$ cat src/rtl/counter_pkg.sv
// Shared constants and elaboration helpers for the modulo-N counter.
package counter_pkg;

  localparam logic COUNT_UP   = 1'b1;
  localparam logic COUNT_DOWN = 1'b0;

  // True when 2 <= modulus <= 2**width.
  function automatic bit modulus_fits(
    input int unsigned modulus,
    input int unsigned width
  );
    return (modulus >= 2) && ($clog2(modulus) <= width);
  endfunction

endpackage

$ cat src/rtl/mod_n_next.sv
// Next count value and wrap flag for one step in the selected direction.
module mod_n_next
  import counter_pkg::*;
#(
  parameter int WIDTH   = 4,
  parameter int MODULUS = 16
) (
  input  logic [WIDTH-1:0] q_i,
  input  logic             up_i,
  output logic [WIDTH-1:0] next_o,
  output logic             wrap_o
);

  // One extra bit keeps the range compares meaningful at full modulus.
  localparam logic [WIDTH:0] MAXX = (WIDTH+1)'(MODULUS - 1);
  localparam logic [WIDTH-1:0] MAX = WIDTH'(MODULUS - 1);

  logic [WIDTH:0] qx;

  assign qx = {1'b0, q_i};

  always_comb begin
    next_o = q_i;
    wrap_o = 1'b0;
    if (up_i == COUNT_UP) begin
      if (qx >= MAXX) begin
        next_o = '0;
        wrap_o = 1'b1;
      end else begin
        next_o = q_i + 1'b1;
      end
    end else begin
      if (q_i == '0) begin
        next_o = MAX;
        wrap_o = 1'b1;
      end else if (qx > MAXX) begin
        next_o = MAX;
      end else begin
        next_o = q_i - 1'b1;
      end
    end
  end

endmodule

$ cat src/rtl/mod_n_counter.sv
// Up/down modulo-N counter with clear, load, ENP/ENT enables,
// cascadable ripple carry and a registered wrap pulse.
module mod_n_counter
  import counter_pkg::*;
#(
  parameter int WIDTH   = 4,
  parameter int MODULUS = 16
) (
  input  logic             CLK,
  input  logic             CLR,
  input  logic             SCLR_n,
  input  logic             LOAD_n,
  input  logic             UP,
  input  logic             ENP,
  input  logic             ENT,
  input  logic [WIDTH-1:0] D,
  output logic [WIDTH-1:0] Q,
  output logic             RCO,
  output logic             TC
);

  generate
    if (!modulus_fits(MODULUS, WIDTH)) begin : g_bad_modulus
      $error("mod_n_counter: MODULUS out of range for WIDTH");
    end
  endgenerate

  logic [WIDTH-1:0] q_q, q_d;
  logic             tc_q, tc_d;
  logic [WIDTH-1:0] step;
  logic             wrap;

  // The wrap flag of a step doubles as the terminal-count detect.
  mod_n_next #(
    .WIDTH  (WIDTH),
    .MODULUS(MODULUS)
  ) u_next (
    .q_i   (q_q),
    .up_i  (UP),
    .next_o(step),
    .wrap_o(wrap)
  );

  always_comb begin
    q_d  = q_q;
    tc_d = 1'b0;
    if (!SCLR_n) begin
      q_d = '0;
    end else if (!LOAD_n) begin
      q_d = D;
    end else if (ENP && ENT) begin
      q_d  = step;
      tc_d = wrap;
    end
  end

  always_ff @(posedge CLK or posedge CLR) begin
    if (CLR) begin
      q_q  <= '0;
      tc_q <= 1'b0;
    end else begin
      q_q  <= q_d;
      tc_q <= tc_d;
    end
  end

  assign Q   = q_q;
  assign TC  = tc_q;
  assign RCO = ENT & wrap;

endmodule
$ cat config.mk
export PLATFORM = sky130hd
export DESIGN_NAME = mod_n_counter
export DESIGN_NICKNAME = d
export VERILOG_FILES = /design/src/rtl/counter_pkg.sv /design/src/rtl/mod_n_next.sv /design/src/rtl/mod_n_counter.sv
export SDC_FILE = /design/constraint.sdc
export NUM_CORES = 1
export LEC_CHECK = 0
export CAP_MARGIN = 0
export CORE_AREA = 2 2 39 41
export DETAILED_ROUTE_END_ITERATION = 7
export DIE_AREA = 0 0 41 43
export GPL_ROUTABILITY_DRIVEN = 0
export MAX_ROUTING_LAYER = met4
export SLEW_MARGIN = 20
export SYNTH_ARGS = -nofsm -noshare
export SYNTH_HDL_FRONTEND = slang
export SYNTH_HIERARCHICAL = 1
export SYNTH_SLANG_ARGS = --single-unit
$ cat constraint.sdc
create_clock -name CLK -period 4.4 [get_ports CLK]
set_input_delay 0.88 -clock CLK [delete_from_list [all_inputs] [get_ports CLK]]
set_output_delay 0.88 -clock CLK [all_outputs]
set_load 0.05 [all_outputs]
## Yosys cells after proc, flatten, opt, wreduce, memory -nomap -nowiden

Cells that the tools add are included.

- Output and inout port bits: 6
- Input port bits: 11
- Logic and storage cells: 23
- Flip-flop bits (word level): 5

- $lt $le $gt $ge: 2
- Reductions and logical operators: 2
- Add/sub/neg operators: 2
- Eq/ne operators: 1
- Multiplexer cells: 13
- Bitwise operators: 1

Operator list:

| cell | number |
|---|---|
| 4-bit two-way mux | 7 |
| 1-bit two-way mux | 6 |
| 4-bit by 1-bit adder with 4-bit output (second input constant) | 1 |
| 4-bit greater-or-equal comparator (second input constant) | 1 |
| 4-bit > comparator (second input constant) | 1 |
| 4-bit logical NOT | 1 |
| 4-bit by 1-bit subtractor with 4-bit output (second input constant) | 1 |
| 3-bit by 2-bit != test with 1-bit output (second input constant) | 1 |
| 1-bit bitwise AND | 1 |
| 1-bit logical AND | 1 |

## Depth between registers and ports, before layout

- Depth after elaboration: 7
- Depth in mapped cells: 8
- Mapped depth without buffers: 8

## Cells and area by module

Netlist, hierarchy kept.

Modules (own cells, without submodules):

| module | area an instance (µm²) | cells an instance | times used |
|---|---|---|---|
| mod_n_counter | 289.0 | 25 | 1 |
| mod_n_next | 162.7 | 24 | 1 |

## Least setup slack after synthesis

Ideal clock, no wire load.

- Kind: input to output
- From: input UP
- To: output RCO
- Stages on the path: 3
- Path slack: 1740 ps
- Path buffers: 1
- Arrival: 1780 ps
- Required time: 3520 ps
- Cell sequence: buf_2 -> o41ai_1 -> and2_1

- Longest elaborated chain between the ends: 2

Ends and longest elaborated chain:

| item | RTL line | text |
|---|---|---|
| start: declaration | mod_n_counter.sv:13 | `input logic UP,` |
| 1-bit two-way mux | mod_n_next.sv:25 | `if (up_i == COUNT_UP) begin` |
| via wrap | mod_n_counter.sv:31 | `logic wrap;` |
| 1-bit bitwise AND | mod_n_counter.sv:69 | `assign RCO = ENT & wrap;` |
| end: declaration | mod_n_counter.sv:18 | `output logic RCO,` |

The timed path passes the listed nets, and every way through them passes these cells.

## Worst setup path in the final report

Same ends and word-level chain as after synthesis.

==> impl_metrics.yaml <==
detailed_routing:
  vias_per_cell: 5.185
  ant_nets: 0
  drc: 0
  firstDrtPassIters: 4
  vias: 420
  finalWirelength_microns: 976
  routedWlPerCell_microns: 12.05
  drt_iter0_drc: 6
clock_tree:
  cts_resized: 0
  h-tree-depth: 1
  clk_pin_slew_worst_paths_ps: 40
  cts_tree: "yes"
  cts_buffers: 3
  hold_buffers: 0
  postCtsSetupRepairBufs: 0
  cts_root_buf: "clkbuf_4"
  cts_sinks: 5
  clk_latency_ps: 250
  clk_path_buf_depth: 2
run_status:
  status: "finished, final reports clean"
cells_and_area:
  diodes: 0
  syn_to_final_growth_pct: 38.50
  final_nets: 79
  area.sequential_sq_um: 125.1
  multi_input_area_sq_um: 271.5
  drive_gt1_share_pct: 13.85
  fill_cells: 139
  final_area_sq_um: 625.6
global_routing:
  grt_pass1_wl_microns: 1656
  grt_antenna_before_repair: 0
  grtUsageTotal_pct: 14.45
  grt_pass1_vias: 396
  grt_max_degree: 11
  grt_overflow: 0
critical_path:
  critical_path_class: "in -> out"
  cp_max_fo: 8
  cp.buffers_inverters: 2
  start_kind: "input port"
  worstPathArrival_ps: 2760
  cpMaxStageDelayCell: "clkdlybuf4s50_1"
  cp-end-kind: "output port"
  critPathMaxStageDelay_ps: 790
  required_ps: 3520
  path_cells: "clkdlybuf4s50_1 -> o41ai_1 -> and2_1 -> clkdlybuf4s50_1"
  critPathMostFrequentCell: "clkdlybuf4s50_1"
  critPathTopFamily: "buffers and inverters"
logic_synthesis:
  syn_area_per_cell_sq_um: 9.218
  synthFlopType: "dfrtp_1"
  syn_inst: 49
  ys_async_sr_fraction_pct: 100.0
  ys_seq_area_share_pct: 27.70
  synth_edf_count: 0
  yosysWarningCount: 6
  syn_nets: 62
  synth_cell_types: 25
  netlist_area_sq_um: 451.7
  ys_seq_elements: 5
power_and_ir_drop:
  p_per_area_mw_per_mm2: 315.7
  p_total_mw: 0.1975
  ir_drop_mv: 0.1008
  p_leak_nw: 0.2677
timing:
  finalCritPeriodShare_pct: 82.72
  fin_setup_tns_ps: 0
  finalSetupViolCount: 0
  slew_headroom_pct: 66.91
  slew_viol_final: 0
  tightestPinTransition_ps: 494.8
  rsz0062_at_grt: "no"
  fmax_mhz: 274.7
  period_minus_slack_ps: 3640
  fin_hold_ws_ps: 696.7
  skew_ps: 2.107
  final-hold-violation-count: 0
placement:
  place_area_sq_um: 599.3
  numPortBuffers: 16
floorplan:
  num_rows: 14
  coreArea_sq_mm: 0.001384
  io_pins: 17
  die_area_sq_mm: 0.001763
  dieWidth_microns: 41
  start_util_pct: 32.64
  die_y_microns: 43
min_path:
  hold_path.class: "reg -> reg"
flow_run:
  maxCapViolations: 0
## through the flow
step                      worst slack [ps]  util, %  instances
after floorplan                       1740        -         49
after global placement               748.5    43.31         77
after detailed placement             764.7    43.31         77
after CTS                            743.8    45.21         81
after global routing                 682.9    45.21         81
final                                760.3    45.21         81
## cells in the final DEF, fill, tap and decap left out
master / n
a211oi_1: 1
a22o_2: 4
a31oi_1: 4
and2_1: 1
and3_4: 1
clkbuf_1: 1
clkbuf_4: 3
clkdlybuf4s50_1: 16
dfrtp_1: 5
ha_1: 2
inv_1: 6
mux2i_1: 5
nand2_1: 1
nand2_2: 1
nand3_1: 1
nand4_1: 2
nand4b_1: 1
nor2_1: 2
nor3b_1: 1
o21ai_0: 1
o31ai_1: 1
o41ai_1: 1
or3_1: 1
or4b_1: 1
xnor2_1: 2
## layout make-up
class | instances | share of cell area (%)
Timing Repair Buffer | 16 | 25.60
Sequential cell | 5 | 20.00
Clock buffer | 4 | 4.200
Multi-Input combinational cell | 34 | 43.40
Inverter | 6 | 3.600
Tap cell | 16 | 3.200
## final timing paths
check,from,to,slack (ps),cells past startpoint
setup / recovery,UP,RCO,760,4
hold / removal,Q[1]$_DFFE_PP0P_,Q[1]$_DFFE_PP0P_,700,1
setup reg to reg,Q[0]$_DFFE_PP0P_,Q[3]$_DFFE_PP0P_,2270,7
hold reg to reg,Q[1]$_DFFE_PP0P_,Q[1]$_DFFE_PP0P_,700,1
max in group asynchronous,CLR,Q[3]$_DFFE_PP0P_,3410,2
min in group asynchronous,CLR,Q[2]$_DFFE_PP0P_,830,2
## state kept, by name, indices dropped and copies added (netlist names)
name and cells:
Q 4, TC 1
## routing by layer
layer / vias up / global-route usage (%) / wire (microns)
met5: - / - / 0
li1: 213 / - / -
met4: 0 / 10.00 / 18
met3: 2 / 3.141 / 49
met2: 13 / 19.38 / 465
met1: 192 / 18.51 / 442
## where the power goes
group / switching [mW] / total, mW / internal (mW) / leakage (nW)
logic: 0.0427 / 0.0811 / 0.0384 / 0.187
registers: 0.0113 / 0.0620 / 0.0508 / 0.0657
clock network: 0.0200 / 0.0544 / 0.0344 / 0.0150
total: 0.0740 / 0.197 / 0.124 / 0.268
## cell usage after synthesis (all sizes together), types with 2 or more instances
cell type / n / area share, %
nand4: 2 / 2.8
buf: 3 / 6.1
mux2i: 5 / 11
dfrtp: 5 / 28
inv: 6 / 5.0
ha: 2 / 5.5
a22o: 4 / 8.9
nor2: 2 / 1.7
xnor2: 2 / 3.9
nand2: 2 / 2.2
a31oi: 4 / 5.5
## logic make-up (layout without fill, tap and decap cells)
logic type / Yosys count / after routing / synth area share, %
AOI/OAI and AO/OA: 12 / 12 / 20.78
xor gates and xnor gates: 2 / 2 / 3.879
adders and majority gates: 2 / 2 / 5.539
buffers and inverters: 10 / 26 / 12.19
DFF: 5 / 5 / 27.70
muxes: 5 / 5 / 11.08
and+or+nand+nor: 13 / 13 / 18.84
Note: power is estimated with default switching activity, not from simulation.
